<file path="src/rtl/traffic_phase_scheduler.sv">
// Timed, actuated phase scheduler for a two-approach intersection with a
// pedestrian crossing. One approach is green at a time; min/max green, fixed
// yellow, all-red clearance and a walk phase are all counted in tick strobes.
module traffic_phase_scheduler #(
    parameter int CNT_W     = 5,
    parameter int GREEN_MIN = 8,
    parameter int GREEN_MAX = 20,
    parameter int YELLOW_T  = 3,
    parameter int ALLRED_T  = 2,
    parameter int WALK_T    = 10
) (
    input  logic       clk,
    input  logic       rst,
    input  logic       tick,
    input  logic       north_s,
    input  logic       east_s,
    input  logic       ped_req,
    output logic [2:0] north_l,
    output logic [2:0] east_l,
    output logic       walk,
    output logic [2:0] phase
);

    typedef enum logic [2:0] {
        IDLE   = 3'd0,
        N_GRN  = 3'd1,
        N_YEL  = 3'd2,
        E_GRN  = 3'd3,
        E_YEL  = 3'd4,
        ALLRED = 3'd5,
        WALK   = 3'd6
    } state_e;

    localparam logic LAST_NORTH = 1'b0;
    localparam logic LAST_EAST  = 1'b1;

    // Terminal timer values: a timed state exits on the tick where timer==DUR-1.
    localparam logic [CNT_W-1:0] G_MIN_M1 = CNT_W'(GREEN_MIN - 1);
    localparam logic [CNT_W-1:0] G_MAX_M1 = CNT_W'(GREEN_MAX - 1);
    localparam logic [CNT_W-1:0] YEL_M1   = CNT_W'(YELLOW_T - 1);
    localparam logic [CNT_W-1:0] AR_M1    = CNT_W'(ALLRED_T - 1);
    localparam logic [CNT_W-1:0] WALK_M1  = CNT_W'(WALK_T - 1);

    state_e           state_q, state_d;
    logic [CNT_W-1:0] timer_q, timer_d;
    logic             ped_pend_q, ped_pend_d;
    logic             last_served_q, last_served_d;

    state_e           arb_state;
    logic             arb_last;

    // Arbitration: pedestrian first, then fair alternation, then single requester.
    always_comb begin
        // NOTE: every signal gets a default first so no path leaves it unassigned (no latch).
        arb_state = IDLE;
        arb_last  = last_served_q;
        if (ped_pend_q) begin
            arb_state = WALK;
        end else if (north_s && east_s) begin
            if (last_served_q == LAST_EAST) begin
                arb_state = N_GRN;
                arb_last  = LAST_NORTH;
            end else begin
                arb_state = E_GRN;
                arb_last  = LAST_EAST;
            end
        end else if (north_s) begin
            arb_state = N_GRN;
            arb_last  = LAST_NORTH;
        end else if (east_s) begin
            arb_state = E_GRN;
            arb_last  = LAST_EAST;
        end
    end

    // Next-state and timer: timers advance only on tick; IDLE arbitrates every clk.
    always_comb begin
        state_d       = state_q;
        timer_d       = timer_q;
        last_served_d = last_served_q;
        case (state_q)
            IDLE: begin
                if (arb_state != IDLE) begin
                    state_d       = arb_state;
                    timer_d       = '0;
                    last_served_d = arb_last;
                end
            end
            N_GRN: begin
                if (tick) begin
                    if ((east_s || ped_pend_q) &&
                        ((timer_q >= G_MIN_M1 && !north_s) || timer_q == G_MAX_M1)) begin
                        state_d = N_YEL;
                        timer_d = '0;
                    end else if (timer_q != G_MAX_M1) begin
                        timer_d = timer_q + 1'b1;
                    end
                end
            end
            E_GRN: begin
                if (tick) begin
                    if ((north_s || ped_pend_q) &&
                        ((timer_q >= G_MIN_M1 && !east_s) || timer_q == G_MAX_M1)) begin
                        state_d = E_YEL;
                        timer_d = '0;
                    end else if (timer_q != G_MAX_M1) begin
                        timer_d = timer_q + 1'b1;
                    end
                end
            end
            N_YEL, E_YEL: begin
                if (tick) begin
                    if (timer_q == YEL_M1) begin
                        state_d = ALLRED;
                        timer_d = '0;
                    end else begin
                        timer_d = timer_q + 1'b1;
                    end
                end
            end
            ALLRED: begin
                if (tick) begin
                    if (timer_q == AR_M1) begin
                        state_d       = arb_state;
                        timer_d       = '0;
                        last_served_d = arb_last;
                    end else begin
                        timer_d = timer_q + 1'b1;
                    end
                end
            end
            WALK: begin
                if (tick) begin
                    if (timer_q == WALK_M1) begin
                        state_d = ALLRED;
                        timer_d = '0;
                    end else begin
                        timer_d = timer_q + 1'b1;
                    end
                end
            end
            default: begin
                state_d = IDLE;
                timer_d = '0;
            end
        endcase
    end

    // Pedestrian latch: entering WALK clears it and beats a same-cycle set.
    always_comb begin
        ped_pend_d = ped_pend_q;
        if (state_d == WALK && state_q != WALK) begin
            ped_pend_d = 1'b0;
        end else if (ped_req && state_q != WALK) begin
            ped_pend_d = 1'b1;
        end
    end

    // State registers with asynchronous active-low reset.
    always_ff @(posedge clk or negedge rst) begin
        if (!rst) begin
            state_q       <= IDLE;
            timer_q       <= '0;
            ped_pend_q    <= 1'b0;
            last_served_q <= LAST_EAST;
        end else begin
            // NOTE: non-blocking assignments so every flop samples pre-edge values.
            state_q       <= state_d;
            timer_q       <= timer_d;
            ped_pend_q    <= ped_pend_d;
            last_served_q <= last_served_d;
        end
    end

    // Moore lamp decode straight from the state register.
    always_comb begin
        north_l = 3'b100;
        east_l  = 3'b100;
        walk    = 1'b0;
        phase   = state_q;
        case (state_q)
            N_GRN:   north_l = 3'b001;
            N_YEL:   north_l = 3'b010;
            E_GRN:   east_l  = 3'b001;
            E_YEL:   east_l  = 3'b010;
            WALK:    walk    = 1'b1;
            default: ;
        endcase
    end

endmodule

</file>
<file path="config.mk">
export PLATFORM = sky130hd
export DESIGN_NAME = traffic_phase_scheduler
export DESIGN_NICKNAME = d
export VERILOG_FILES = /design/src/rtl/traffic_phase_scheduler.sv
export SDC_FILE = /design/constraint.sdc
export NUM_CORES = 1
export LEC_CHECK = 0
export BUFFER_PORTS_ARGS = -buffer_cell sky130_fd_sc_hd__clkbuf_2
export CAP_MARGIN = 20
export CORE_MARGIN = 5
export CORE_UTILIZATION = 45
export CTS_CLUSTER_SIZE = 28
export DETAILED_ROUTE_END_ITERATION = 8
export PLACE_DENSITY = 0.68
export SLEW_MARGIN = 10
export SYNTH_ARGS = -nofsm -noshare
export SYNTH_HDL_FRONTEND = slang
export SYNTH_SLANG_ARGS = --single-unit
export TNS_END_PERCENT = 1
</file>
<file path="constraint.sdc">
create_clock -name clk -period 2.2 [get_ports clk]
set_clock_uncertainty 0.05 [all_clocks]
set_input_delay 0.22 -clock clk [delete_from_list [all_inputs] [get_ports clk]]
set_output_delay 0.22 -clock clk [all_outputs]
set_load 0.02 [all_outputs]
</file>
# Word-level counts from Yosys, hierarchy flattened
# Cells that the tools add are included.
[totals] output_inout_bits=10 input_bits=6 ff_bits=10 word_cells=90
[classes] reduce_logical=20 n_addsub=1 eq_ne=20 n_mux=44 magnitude_cmp=1
[ops] operator="two-way mux 5 bit" count=12
[ops] operator="two-way mux 3 bit" count=13
[ops] operator="case mux 5 bit (6 select lines)" count=1
[ops] operator="case mux 3 bit (6 select lines)" count=1
[ops] operator="!= test 2 bit, second input constant" count=7
[ops] operator="equality test 3 bit, second input constant" count=4
[ops] operator="case mux 3 bit (2 select lines)" count=2
[ops] operator="two-way mux 1 bit" count=11
[ops] operator="logical AND 1 bit" count=7
[ops] operator="equality test 3 x 2 -> 1 bit, second input constant" count=2
[ops] operator="two-way mux 2 bit" count=3
[ops] operator="AND reduction 6 bit" count=1
[ops] operator="adder 5 x 1 -> 5 bit, second input constant" count=1
[ops] operator="equality test 5 x 1 -> 1 bit, second input constant" count=1
[ops] operator="equality test 5 x 2 -> 1 bit, second input constant" count=1
[ops] operator="equality test 5 x 4 -> 1 bit, second input constant" count=1
[ops] operator="equality test 5 bit, second input constant" count=1
[ops] operator="greater-or-equal comparator 5 x 3 -> 1 bit, second input constant" count=1
[ops] operator="!= test 5 bit, second input constant" count=1
[ops] operator="logical OR 1 bit" count=4
[ops] operator="AND reduction 4 bit" count=1
[ops] operator="nonzero test 2 bit" count=2
[ops] operator="equality test 3 x 1 -> 1 bit, second input constant" count=1
[ops] operator="zero test 3 bit" count=1
[ops] operator="5 further kinds" count=6

# Depth between registers and ports, before layout
[logic_depth] word_depth=10 depth_mapped=8 ltp_nobuf=8

# Least setup slack after synthesis
# OpenSTA, ideal clock, no wires.
[synth_path] kind="reg-to-reg" from="register timer_q[1]" to="register timer_q[0]" path_stages_with_launch=8 setup_slack_ns=0.109 t_arrival_ns=1.917 required_ns=2.026 setup_time_ns=0.124 path_cell_list="dfrtp_1 ha_1 nor2b_2 nand3b_1 a211oi_1 o22ai_1 a311o_1 o2bb2ai_1"
[synth_via] elab_chain_cells=7 elab_cells_between_ends=24 cone_classes="order compare (1); eq/ne (5); mux (12); reduce/logical (6)"
[synth_lines] item="from (decl)" line_no="45" source="logic [CNT_W-1:0] timer_q, timer_d;"
[synth_lines] item="from (signal assigned)" line_no="169" source="timer_q <= timer_d;"
[synth_lines] item="greater-or-equal comparator 5 x 3 -> 1 bit" line_no="92, 103"
[synth_lines] item="logical AND 1 bit (on tied branches)" line_no="103, 92"
[synth_lines] item="logical OR 1 bit (on tied branches)" line_no="103, 92"
[synth_lines] item="logical AND 1 bit (on tied branches)" line_no="102, 91"
[synth_lines] item="two-way mux 5 bit (on tied branches)" line_no="102, 91"
[synth_lines] item="two-way mux 5 bit (on tied branches)" line_no="101, 90"
[synth_lines] item="case mux 5 bit (6 select lines) (*)" line_no="81" source="case (state_q)"
# Mark *: on every way between the ends. The rest lies on a longest branch, timed or not. The select of a mux whose other input is x is not followed.
# A chain may end at the register's enable or synchronous reset.

# Final worst setup path
# Same ends and word-level chain as after synthesis.

==> key figures <==
Outcome
  – Status: complete, no violations

Floorplan
  – Initial core utilization: 46.1%
  – Die W: 56.9 um
  – Die ar.: 3240 sq um
  – # rows: 17
  – Core area: 2150 sq um
  – Die Span Y: 56.9 um
  – # IOs: 16

CTS
  – CTS Buffer Depth: 2
  – TritonCTS Sinks: 10
  – Clock root buffer: clkbuf_4
  – Clock insertion delay at the later pin of the skew report: 0.28 ns
  – CTS clk-pin slew, worst paths: 0.08 ns
  – CTS tree: yes
  – CTS Buf Count: 3
  – # H-tree levels: 1

Timing
  – Hold WS: 0.133 ns
  – Fmax: 0.463 GHz
  – Period utilization: 98.1%
  – Worst slew pin tran: 0.415 ns
  – Max_slew headroom: 72.3%
  – Fin crit period: 2.16 ns
  – Pins Over Slew Limit: 0
  – Final Hold Fails: 0
  – Setup-failing EPs final: 0

Critical path
  – CP Capture Point: timer_q[0]
  – R2r worst-path depth: 7
  – CP Launch Type: flip-flop
  – Crit path from: timer_q[1]
  – Critical Path RT: 2.32 ns
  – CP Max Fanout: 6
  – CP arrival: 2.27 ns
  – Crit path kind: reg2reg
  – FF-to-FF Start: timer_q[1]
  – Reg2reg end: timer_q[0]
  – Endpoint class of the critical path: flip-flop
  – Flop-to-flop setup slack: 0.04 ns

Logic synthesis
  – Post-Syn Nets: 140
  – Yosys warns: 0
  – Synth cell types: 45
  – Synth area leader: dfrtp_1
  – Top FF cell, synth: dfrtp_1
  – Avg Cell Area, Syn: 7.56 sq um
  – Syn Inst Count: 131
  – Asr flop ratio synth: 100%
  – Top cell type's share of synthesized area: 22.7%
  – Number of synthesized flops with an enable pin: 0
  – Main area contributors after synthesis: dfrtp_1 23%, nor2_1 5.7%, o21ai_0 5.6%, nand2_1 4.9%, a21oi_1 4.5%
  – Seq/Total Area, Yosys: 25.4%
  – Yosys reg bits: 10
  – Mapped Area: 991 sq um

Global route
  – Maximum number of pins on one net before global-route repair: 20
  – Vias in the first global route: 1067
  – Initial antenna violation count: 0
  – Global-route wire length before repair: 4670 um
  – Total track usage: 18.2%
  – Total congestion overflow: 0

Hold path
  – HP Class: in2reg
  – Hold Crit Start: north_s

Final layout
  – Layout overhead on the synthesized area: 23.6%
  – Most frequent cells in the layout: 15 x nor2_1, 15 x clkbuf_2, 13 x nand2_1
  – Share of cells above drive strength 1: 31.6%
  – Number of nets in the layout: 162
  – Post-layout util: 57.0%
  – Ant diodes: 0

Detailed routing
  – Vias per cell: 5.94
  – Routed Antenna Nets: 0
  – DR vias: 1069
  – WL/cell: 15.3 um
  – Initial DRC Count: 19
  – DRT Wirelength: 2750 um
  – # DRC: 0
  – Pre-Repair DR Iteration Count: 4

Pwr
  – Worst IR Drop VDD: 0.000651 V
  – Sequential power share: 23.4%
  – Clk pwr share: 10.4%
  – P_leak: 0.539 nW
  – Comb pwr share: 66.1%
  – Internal power: 0.874 mW
  – Switch share: 49.7%
  – Pwr Density: 1420 nW/um^2
  – Switch Pwr: 0.864 mW

Placed design
  – Detailed Place HPWL: 1980 um
  – GPL Wtd Cong: 0.849
  – IO Port Bufs: 15

Flow run
  – Number of max-cap violations: 0
[layout make-up]
| cell class | count | area, sq um |
|---|---|---|
| Inverter | 7 | 26.3 |
| Clock buffer | 4 | 36.3 |
| Tap cell | 28 | 35.0 |
| Multi-Input combinational cell | 104 | 706 |
| Sequential cell | 10 | 254 |
| Timing Repair Buffer | 27 | 168 |
| Fill cell | 216 | 923 |
[sequential cells by signal, indices dropped and copies added, names as in the netlist]
name and count:
ped_pend_q 1, timer_q 5, phase 3, last_served_q 1
[cells in the mapped netlist, types with 3 or more instances]
cell type,instances
ha_1,3
nand2_1,13
and2_1,5
clkbuf_1,4
o21ai_0,11
dfrtp_1,9
inv_1,7
a21oi_1,9
nor3_1,5
a22o_1,3
nor2_1,15
[through the flow]
step / cell area, sq um / setup TNS (ns) / cells / total power [mW] / worst slack, ns
6_report: 1220 / 0 / 180 / 1.74 / 0.0423
5_1_grt: 1220 / -0.199 / 180 / 1.88 / -0.0713
4_1_cts: 1150 / 0 / 177 / 1.64 / 0.00979
3_5_place_dp: 1090 / -0.0484 / 171 / 1.42 / -0.0484
3_3_place_gp: 1090 / 0 / 171 / 1.39 / 0.00807
2_1_floorplan: 991 / 0 / 131 / 1.19 / 0.109
[worst min path at each step]
| stage | end | slack (ns) | cells past startpoint |
|---|---|---|---|
| after global placement | ped_pend_q | 0.06 | 1 |
| after CTS | last_served_q | 0.13 | 2 |
| after global routing | last_served_q | 0.15 | 2 |
| final | last_served_q | 0.13 | 2 |
| after detailed placement | ped_pend_q | 0.06 | 1 |
| after floorplan | ped_pend_q | -0.13 | 0 |
[worst max-delay path: stages, from the launching register on]
cell and delay (ns):
dfrtp_2 0.41, ha_1 0.20, nor2b_2 0.20, nand3b_1 0.18, a211oi_2 0.36, o22ai_4 0.14
a311o_1 0.37, o2bb2ai_1 0.13
[per-layer routing]
layer | vias up | GRT usage (%) | wire length (um)
met5 | - | 0 | 0
met2 | 32 | 31.6 | 1390
met1 | 515 | 20.9 | 1170
li1 | 516 | - | -
met4 | 0 | 9.93 | 55
met3 | 6 | 3.22 | 135
[logic make-up after synthesis]
family / synth area share, %
compound gates: 31.7
flops: 25.4
fa+ha+maj: 3.79
buf+inv: 9.34
simple gates: 29.8
[timing repair]
action / CTS / global route
hold buffers: 1 / 0
resized for setup: 3 / 10
setup endpoints to repair: 2 / 5
endpoints found under the hold margin: 9 / 0
pin swaps: 1 / 9
setup buffers: 1 / 3
[power by group through the flow]
stage	clock, mW	sequential [mW]	combinational (mW)
2_1_floorplan	0	0.367	0.823
3_3_place_gp	0	0.392	0.996
3_5_place_dp	0	0.397	1.03
4_1_cts	0.187	0.394	1.05
5_1_grt	0.199	0.424	1.26
6_report	0.182	0.407	1.15
No activity file was read; power rests on OpenSTA's default activity.
